**src/rtl/integrator_scheduler.sv**
```systemverilog
// integrator_scheduler
//   Time-shares one integrator neuron among NREQ requesters. An idle
//   scheduler grants one pending requester round-robin, captures its lane
//   operands and enables, presents them to the neuron for a single ISSUE
//   cycle, waits for the neuron result and returns it as a one-cycle,
//   one-hot response strobe.
//
// Ports
//   clk, reset            rising-edge clock, synchronous active-high reset
//   req[NREQ]             per-requester request level
//   req_x[16*NREQ]        per-requester operands (four 4-bit lanes each)
//   req_w[4*NREQ]         per-requester lane-enable masks
//   gnt[NREQ]             registered one-hot grant, high for the whole operation
//   resp_valid[NREQ]      registered one-hot, one-cycle response strobe
//   resp_f                neuron fire result, held until the next response
//   neuron_x[16]          captured lane operands to the neuron
//   neuron_w[4]           lane enables to the neuron, non-zero only in ISSUE
//   neuron_f              neuron fire output, valid LAT cycles after issue
//   op_cnt[8]             completed operations, wrapping
//   fire_cnt[8]           completed operations that fired, saturating
module integrator_scheduler #(
  parameter int NREQ = 4,
  parameter int LAT  = 2
) (
  input  logic                 clk,
  input  logic                 reset,
  input  logic [NREQ-1:0]      req,
  input  logic [16*NREQ-1:0]   req_x,
  input  logic [4*NREQ-1:0]    req_w,
  output logic [NREQ-1:0]      gnt,
  output logic [NREQ-1:0]      resp_valid,
  output logic                 resp_f,
  output logic [15:0]          neuron_x,
  output logic [3:0]           neuron_w,
  input  logic                 neuron_f,
  output logic [7:0]           op_cnt,
  output logic [7:0]           fire_cnt
);

  localparam int PW = $clog2(NREQ);
  // WAIT spans LAT-1 cycles; the counter starts at 0 on entry.
  localparam logic [2:0] WAIT_LAST = 3'(LAT - 2);

  typedef enum logic [1:0] {IDLE, ISSUE, WAIT, DONE} state_t;

  function automatic logic [7:0] sat_inc(input logic [7:0] v);
    return (v == 8'hFF) ? v : v + 8'd1;
  endfunction

  state_t          state;
  state_t          state_nx;
  logic [PW-1:0]   ptr;
  logic [PW-1:0]   gidx;
  logic [PW-1:0]   sel;
  logic            found;
  logic [NREQ-1:0] sel_oh;
  logic [15:0]     opx;
  logic [3:0]      opw;
  logic [2:0]      wcnt;

  // Round-robin search starts at ptr and wraps naturally in PW bits.
  always_comb begin
    state_nx = state;
    found    = 1'b0;
    sel      = ptr;
    sel_oh   = '0;
    for (int i = 0; i < NREQ; i++) begin
      if (!found && req[ptr + PW'(i)]) begin
        found = 1'b1;
        sel   = ptr + PW'(i);
      end
    end
    sel_oh[sel] = 1'b1;
    case (state)
      IDLE:    if (found) state_nx = ISSUE;
      ISSUE:   state_nx = WAIT;
      WAIT:    if (wcnt == WAIT_LAST) state_nx = DONE;
      DONE:    state_nx = IDLE;
      default: state_nx = IDLE;
    endcase
  end

  always_ff @(posedge clk) begin
    if (reset) begin
      state      <= IDLE;
      ptr        <= '0;
      gidx       <= '0;
      gnt        <= '0;
      resp_valid <= '0;
      resp_f     <= 1'b0;
      op_cnt     <= 8'd0;
      fire_cnt   <= 8'd0;
      opx        <= '0;
      opw        <= '0;
      wcnt       <= '0;
    end else begin
      state      <= state_nx;
      resp_valid <= '0;
      case (state)
        IDLE: begin
          if (found) begin
            gnt  <= sel_oh;
            gidx <= sel;
            opx  <= req_x[{sel, 4'b0000} +: 16];
            opw  <= req_w[{sel, 2'b00} +: 4];
          end
        end
        ISSUE: wcnt <= '0;
        WAIT:  wcnt <= wcnt + 3'd1;
        // Counters update together with the strobe, so they already include
        // the completing operation while resp_valid is high.
        DONE: begin
          resp_valid <= gnt;
          resp_f     <= neuron_f;
          gnt        <= '0;
          ptr        <= gidx + PW'(1);
          op_cnt     <= op_cnt + 8'd1;
          if (neuron_f) fire_cnt <= sat_inc(fire_cnt);
        end
        default: ;
      endcase
    end
  end

  // Reset forces the neuron interface quiet even before the first reset edge.
  assign neuron_w = (state == ISSUE && !reset) ? opw : 4'b0000;
  assign neuron_x = reset ? 16'h0000 : opx;

endmodule

```
**config.mk**
```make
export PLATFORM = sky130hd
export DESIGN_NAME = integrator_scheduler
export DESIGN_NICKNAME = d
export VERILOG_FILES = /design/src/rtl/integrator_scheduler.sv
export SDC_FILE = /design/constraint.sdc
export NUM_CORES = 1
export LEC_CHECK = 0
export CAP_MARGIN = 20
export CORE_UTILIZATION = 34
export DETAILED_ROUTE_END_ITERATION = 8
export GPL_TIMING_DRIVEN = 0
export PLACE_DENSITY = 0.66
export SLEW_MARGIN = 10
export SYNTH_ARGS = -nofsm -noshare
export SYNTH_HDL_FRONTEND = slang
export SYNTH_SLANG_ARGS = --single-unit
```
**constraint.sdc**
```tcl
create_clock -name clk -period 1.9 [get_ports clk]
set_input_delay 0.19 -clock clk [delete_from_list [all_inputs] [get_ports clk]]
set_output_delay 0.19 -clock clk [all_outputs]
set_load 0.005 [all_outputs]
```
# Yosys cells after proc, flatten, opt, wreduce, memory -nomap -nowiden
# Index checks and enable logic that the tools add are counted.
# classes
addsub,7
magnitude_cmp,6
n_eq_ne,6
shift,2
n_mux,25
bitwise_logic,2
reduce_logical,18
# ops
cell,n
variable part select 64 x 7 -> 16 bit,1
adder 8 x 1 -> 8 bit (second input constant),2
two-way mux 16 bit,1
variable part select 16 x 5 -> 4 bit,1
< comparator 2 x 3 -> 1 bit (second input constant),5
two-way mux 2 bit,5
two-way mux 1 bit,9
binary-select mux 1 bit (select 2 bit),4
== test 8 bit (second input constant),1
two-way mux 4 bit,2
case mux 2 bit (4 select lines),1
case mux 4 bit (2 select lines),1
case mux 3 bit (2 select lines),1
AND reduction 2 bit,3
logical AND 1 bit,5
adder 2 x 1 -> 2 bit (second input constant),2
adder 2 bit (second input constant),2
== test 2 bit (second input constant),2
logical NOT 1 bit,4
inequality test 2 bit (second input constant),2
nonzero test 2 bit,2
adder 3 x 1 -> 3 bit (second input constant),1
logical NOT 3 bit,1
AND reduction 3 bit,1
6 further kinds,7
# word_totals
regBits,54
in_bits,87
out_inout_bits,45

# Depth between registers and ports, before layout
# Gate-level depths: netlist of the first run.
# depth
word_depth,18
depth_mapped,8
mapped_depth_nobuf,6

# Worst setup path after synthesis of the first run
# No wires, ideal clock.
# synth_path
path_kind,reg2reg
start,register fire_cnt[0]
end,register fire_cnt[6]
arrival_ns,1.605
path_slack_ns,0.168
path_stages_with_launch,7
path_cell_list,dfxtp_1 > ha_1 > and2_1 > a41oi_1 > and3_1 > xnor2_1 > nor2_1
# synth_between
elab_chain_len,3
word_cells_on_any_way,4
classes_between,add/sub: 1; eq/ne: 1; bitwise: 1; reduce/logical: 1
# synth_rtl
item,line,source
start: declaration,37,output logic [7:0] fire_cnt
start signal: assignment,118,if (neuron_f) fire_cnt <= sat_inc(fire_cnt);
"parallel branches: the longest is 3 deep, another holds adder 8 x 1 -> 8 bit",--,
# Several ways; the timed one is not identified.
# A chain may end at the register's enable or synchronous reset.

# Worst setup path in the final report of the first run
# layout_path
start,register ptr[0]
end,register opx[4]
# layout_between
elab_chain_len,13
word_cells_on_any_way,26
classes_between,add/sub: 3; shift: 1; mux: 15; reduce/logical: 7
# layout_rtl
item,line,source
start: declaration,52,logic [PW-1:0] ptr;
start signal: assignment,116,ptr <= gidx + PW'(1);
"parallel branches: the longest is 13 deep, another holds adder 2 x 1 -> 2 bit",--,
end signal: assignment,104,"opx <= req_x[{sel, 4'b0000} +: 16];"
end: declaration,57,logic [15:0] opx;
# Several ways; the timed one is not identified. The select of a mux whose other input is x is not followed.

==> impl_metrics.ini, run 1 <==
[floorplan]
start_util_pct = 35.72
core_mm2 = 0.008891
die_area_mm2 = 0.009730
die_h_um = 98.64
die_w_um = 98.64
rows = 34
ios = 132

[finish]
stdcell_count = 645
fin_area_mm2 = 0.005174
antenna_cells_inserted = 0
final_nets = 632
drive_above_1_share_pct = 18.06
synthToLayoutAreaGrowth_pct = 62.92
fill_cells = 809

[detailed_routing]
post_drt_wl_per_cell_um = 16.63
routed_wl_um = 10730
vias = 3420
ant_nets = 0
drt_iter0_drc = 78
viasPerCell = 5.302
dr.pass1.iters = 4
drcViolationCount = 0

[setup_path]
cp.required_ns = 2.12
crit_fanout = 6
cpMostUsedCell = buf_6
cp_slowest_cell = or4_1
r2r_setup_slack_ns = 0.04
worstReg2RegStart = ptr[0]$_SDFFE_PP0P_
timing.rr.end = opx[4]$_SDFFE_PP0P_
worstSetupStartpointType = register
cp.arrival_ns = 2.08
cpPeakStageDelay_ns = 0.50
worstSetupPathType = register to register
rr_worst_depth = 7
end_kind = register
cp_cell_sequence = buf_6 -> or4_1 -> o22a_1 -> o21ai_4 -> buf_6 -> a221oi_2 -> a211oi_1

[timing]
report.final.slew_viol_count = 0
finClkSkew_ns = 0.01121
tightest_slew_ns = 0.6636
slew_headroom_pct = 55.76
timing.final.crit_period_ns = 1.864
finalCritPeriodShare_pct = 98.10
hold_viol = 0
rsz0062_at_grt = true
setup_viol = 0
fmaxAchievable_mhz = 536.5

[clock_tree]
cts_num_sinks = 54
clock_latency_ns = 0.31
cts_tree = built
clk_pin_slew_worst_paths_ns = 0.11
cts_htree_levels = 2
cts_buffer_depth = 2
cts-root-buf = clkbuf_8
cts_buffers = 5

[worst_hold_path]
hp-class = input pin to register
hold_end = gnt[0]$_SDFFE_PP0P_
hold_path_depth = 4
hold_start = req[1]

[placed_design]
place_area_mm2 = 0.004622
io_buffers = 131
hpwl_um = 7728
placed_cells = 623
gp_congestion = 0.8084

[synthesis]
yosys_warnings = 0
avgSynthCellArea_um2 = 8.270
ys_types = 45
ys_ff_latch = 54
syn-num-nets = 480
seq_area_frac_synth_pct = 34.04
syn_inst = 384
synth_area_mm2 = 0.003176

[global_routing]
grt_pass1_wl_um = 16530
grt_pass1_vias = 3337
overflow = 0
antenna_found_initial = 0
grt_max_degree = 17
grt_use_total_pct = 21.30

[power]
ir_worst_vdd_mv = 0.6888
leakage_nw = 2.029
p_per_area_mw_per_mm2 = 944.0

[run_status]
outcome = finished, final reports clean

[job]
max-cap-violations = 0
cells in the mapped netlist, drive strengths merged:
cell / number / area [um^2]
o22a: 2 / 17.52
a221oi: 20 / 175.2
or4b: 2 / 20.02
nor3: 4 / 20.02
xnor2: 4 / 35.03
nand3b: 1 / 7.510
a21oi: 14 / 70.07
nand2: 12 / 45.04
mux2: 1 / 11.26
o311ai: 1 / 16.27
a2bb2oi: 3 / 26.28
mux2i: 4 / 40.04
a21boi: 13 / 97.60
buf: 13 / 86.33
a21o: 8 / 60.06
o32ai: 3 / 26.28
nand4: 6 / 37.54
a41oi: 1 / 8.760
nor4: 2 / 25.02
a211oi: 24 / 195.2
or2: 1 / 6.260
ha: 9 / 112.6
nor2b: 22 / 137.6
xor2: 9 / 78.83
nand2b: 9 / 56.30
nor3b: 1 / 7.510
nor2: 45 / 168.9
and3: 16 / 100.1
inv: 9 / 33.78
o21a: 1 / 7.510
o211ai: 1 / 12.51
dfxtp: 54 / 1081
nand3: 10 / 50.05
o21ai: 27 / 138.9
and2: 10 / 62.56
clkbuf: 17 / 63.81
or3: 2 / 12.51
and3b: 1 / 8.760
or4: 2 / 15.01
power by group:
part / switching (mW) / internal [mW]
clock: 0.386 / 0.335
combinational: 1.29 / 1.30
sequential: 0.163 / 1.41
critical path, delay by kind of cell, from the launching register on:
family / cells / cell delay [ns]
buffers and inverters: 2 / 0.30
DFF: 1 / 0.37
and+or+nand+nor: 1 / 0.50
AOI/OAI and AO/OA: 4 / 0.61
metrics by stage:
stage               util, %  power, mW  hold WS (ns)  setup TNS, ns  setup WS [ns]
global route          58.19      5.208        0.4760        -0.2373       -0.06274
finish                58.19      4.884        0.4366              0        0.03603
CTS                   54.93      4.606        0.4864       -0.03528       -0.01825
floorplan                 -      2.904        0.3561              0         0.1677
detailed placement    51.98      3.742        0.4680         -17.03        -0.6368
global placement      51.98      3.687        0.4606         -14.77        -0.5738
flip-flops by register name, summed over array words and instances, names as in the netlist:
register and flops:
op_cnt 8, opx 16, ptr 2, gidx 2
resp_valid 4, resp_f 1, gnt 4, state 2
opw 4, fire_cnt 8, wcnt 3
cells by family after synthesis:
family	share of synthesized area, %
buffers and inverters	5.792
DFF	34.04
xor gates and xnor gates	3.586
adders and majority gates	3.546
AOI/OAI and AO/OA	26.83
muxes	1.615
and+or+nand+nor	24.59
worst max-delay path by stage:
stage                     slack (ns)                        to  depth (start not counted)                startpoint
after floorplan                 0.17  fire_cnt[6]$_SDFFE_PP0P_                          6  fire_cnt[0]$_SDFFE_PP0P_
after global placement         -0.57       opw[3]$_SDFFE_PP0P_                          8                    req[1]
after detailed placement       -0.64       opw[3]$_SDFFE_PP0P_                          7                    req[2]
after CTS                      -0.02       opw[1]$_SDFFE_PP0P_                          6                    req[1]
after global routing           -0.06       opx[9]$_SDFFE_PP0P_                          7       ptr[0]$_SDFFE_PP0P_
final                           0.04       opx[4]$_SDFFE_PP0P_                          7       ptr[0]$_SDFFE_PP0P_
cell usage in the layout (no fill, tap or decap), types with 4 or more instances in the layout:
cell type        synthesis  layout
clkdlybuf4s50_1          0     122
dfxtp_1                 54      50
nor2_1                  45      45
nor2b_1                 22      20
a211oi_1                21      17
and3_1                  16      15
buf_4                    0      15
a21oi_1                 14      14
a221oi_2                 0      13
nand2_1                 12      12
o21ai_1                 15      11
o21ai_0                 11      11
buf_6                    4      10
nand3_1                 10      10
xor2_1                   9       9
and2_1                  10       8
inv_1                    9       8
nand2b_1                 9       8
clkbuf_8                 0       8
a21o_1                   8       8
a21boi_1                12       8
a211oi_2                 3       7
ha_1                     9       7
dlymetal6s2s_1           0       7
nand4_1                  6       6
a221oi_1                20       6
clkbuf_4                 0       5
clkbuf_1                17       5
mux2i_1                  4       4
xnor2_1                  4       4
o21ai_2                  1       4
a21boi_2                 0       4
layout make-up:
cell class	instances	area (um^2)	share of cell area, %
clock buffer	7	96.34	1.862
multi-input combinational	291	2150	41.55
buffer	30	222.7	4.305
timing repair buffer	145	1436	27.76
clock inverter	1	8.758	0.1693
inverter	9	33.78	0.6530
sequential	54	1091	21.09
tap	108	135.1	2.612
repair_timing:
action | in CTS | in global routing
buffers inserted | 3 | 10
endpoints found under the setup margin | 48 | 39
endpoints found under the hold margin | 0 | 0
hold buffers | 0 | 0
resized for setup | 44 | 62
pin swaps | 3 | 16
cloned | 1 | 0
metal layers:
metal	part of all wire [%]	vias up	wire length [um]	global-route usage, %
li1	-	1697	-	-
met1	45	1609	4826	26.70
met5	0	-	0	0
met4	1.4	0	152	4.937
met3	4.7	15	505	4.043
met2	49	99	5244	37.76
(Power assumes the default switching activity.)
==> run 2, diff against run 1 <==
--- a/config.mk
+++ b/config.mk
@@ -6,10 +6,11 @@
 export NUM_CORES = 1
 export LEC_CHECK = 0
 export CAP_MARGIN = 20
+export CORE_ASPECT_RATIO = 0.9
 export CORE_UTILIZATION = 34
 export DETAILED_ROUTE_END_ITERATION = 8
 export GPL_TIMING_DRIVEN = 0
-export PLACE_DENSITY = 0.66
+export PLACE_DENSITY = 0.72
 export SLEW_MARGIN = 10
 export SYNTH_ARGS = -nofsm -noshare
 export SYNTH_HDL_FRONTEND = slang
==> run 2 against run 1 <==
  * Global-route usage is 0.61 points higher
  * Routed wire length is 0.20% higher
  * Core utilization is 3.0 points lower
  * Design area is 3.1% lower
  * Final cell count is 1.2% higher
  * Fmax is 0.67% lower
  * Total power is 3.5% lower
  * Critical endpoint is now neuron_w[0]
==> impl_metrics.ini, run 2 (synthesis results as in run 1) <==
[worst_hold_path]
hold_path_depth = 4
hp-class = input pin to register
hold_end = gnt[0]$_SDFFE_PP0P_
hold_start = req[1]

[floorplan]
die_area_mm2 = 0.009731
die_w_um = 103.9
start_util_pct = 34.96
ios = 132
core_mm2 = 0.009084
die_h_um = 93.69
rows = 33

[clock_tree]
clk_pin_slew_worst_paths_ns = 0.11
cts_htree_levels = 2
cts-root-buf = clkbuf_8
cts_buffers = 5
cts_tree = built
clock_latency_ns = 0.31
cts_hold_buf = 0
cts_num_sinks = 54
cts_buffer_depth = 2

[timing]
fin_ws_ns = 0.02346
finClkSkew_ns = 0.01720
hold_viol = 0
fmaxAchievable_mhz = 532.9
setup_viol = 0
timing.final.crit_period_ns = 1.877
finalCritPeriodShare_pct = 98.77
fin_setup_tns_ns = 0
report.final.slew_viol_count = 0
hold-worst-slack_ns = 0.4435
slew_headroom_pct = 56.54
rsz0062_at_grt = true
tightest_slew_ns = 0.6503

[placed_design]
placed_cells = 637
gp_congestion = 0.8606
io_buffers = 131
place_area_mm2 = 0.004639
hpwl_um = 7613
pre_cts_slack_ns = -0.6520

[setup_path]
cp.required_ns = 1.71
worstSetupStartpointType = register
worstSetupPathType = register to output pin
crit_fanout = 4
rr_worst_depth = 7
worstReg2RegStart = ptr[0]$_SDFFE_PP0P_
end_kind = output pin
cp.arrival_ns = 1.69
r2r_setup_slack_ns = 0.03
timing.rr.end = opx[8]$_SDFFE_PP0P_
crit_start = state[1]$_SDFFE_PP0P_

[finish]
top_regs = opx x16, fire_cnt x8, op_cnt x8
final_common_cell = clkdlybuf4s50_1
top_register = opx
largest_register_ff_count = 16
antenna_cells_inserted = 0
drive_above_1_share_pct = 14.31
final_nets = 626
synthToLayoutAreaGrowth_pct = 57.84
mostFrequentLayoutCells = clkdlybuf4s50_1 (123), dfxtp_1 (50), nor2_1 (45), nor2b_1 (20), a211oi_1 (18)
fin_area_mm2 = 0.005012
stdcell_count = 653
finish.utilization_pct = 55.18

[power]
switching_power_mw = 1.815
leakage_nw = 1.930
ir_worst_vdd_mv = 0.4237
pwr-share-clk_pct = 14.9
combPwrFrac_pct = 51.9
p_per_area_mw_per_mm2 = 940.4
sw_frac_of_total_pct = 38.50
seq_power_share_pct = 33.2
p_total_mw = 4.713
p_int_mw = 2.899

[global_routing]
overflow = 0
grt_max_degree = 17
grt_pass1_wl_um = 17140
grt_use_total_pct = 21.91
antenna_found_initial = 0
grt_pass1_vias = 3331

[detailed_routing]
ant_nets = 0
drt_iter0_drc = 267
dr.pass1.iters = 4
vias = 3463
routed_wl_um = 10750
viasPerCell = 5.303
post_drt_wl_per_cell_um = 16.46
drcViolationCount = 0

[run_status]
outcome = finished, final reports clean

[job]
max-cap-violations = 0
[run 2: timing repair]
item | 4_1_cts | 5_1_grt
cloned | 1 | 1
buffers inserted | 4 | 3
resized for setup | 38 | 37
endpoints found under the setup margin | 45 | 32
pin swaps | 3 | 7
endpoints found under the hold margin | 0 | 0
[run 2: worst max-delay path: stages (launching register included)]
cell	delay, ns
dfxtp_2	0.35
inv_2	0.07
ha_1	0.14
nor2b_4	0.19
and2_4	0.15
clkdlybuf4s50_1	0.49
[run 2: power groups by stage]
stage / logic (mW) / registers (mW) / clock network [mW]
4_1_cts: 2.29 / 1.56 / 0.707
5_1_grt: 2.66 / 1.60 / 0.757
6_report: 2.45 / 1.56 / 0.701
3_5_place_dp: 2.17 / 1.58 / 0
3_3_place_gp: 2.15 / 1.56 / 0
2_1_floorplan: 1.37 / 1.54 / 0
[run 2: layout make-up]
type	instances	area (um^2)
multi-input cells	291	2069
flip-flops and latches	54	1086
repair buffers	140	1385
fillers	830	4071
clock inverters	2	12.51
clock buffers	6	82.58
plain buffers	29	190.2
well taps	122	152.6
inverters	9	33.78
[run 2: layer usage]
layer  vias to the layer above  wire, um  GRT usage [%]
li1                       1689         -              -
met1                      1641      4818          28.38
met2                       120      5123          37.94
met3                        13       676          4.438
met4                         0       130          4.167
met5                         -         0              0
[run 2: worst max path at each step]
stage	endpoint	slack, ns
after floorplan	fire_cnt[6]$_SDFFE_PP0P_	0.17
after detailed placement	opx[2]$_SDFFE_PP0P_	-0.65
after CTS	opx[8]$_SDFFE_PP0P_	-0.004
final	neuron_w[0]	0.02
after global routing	neuron_w[0]	-0.06
after global placement	opx[7]$_SDFFE_PP0P_	-0.66
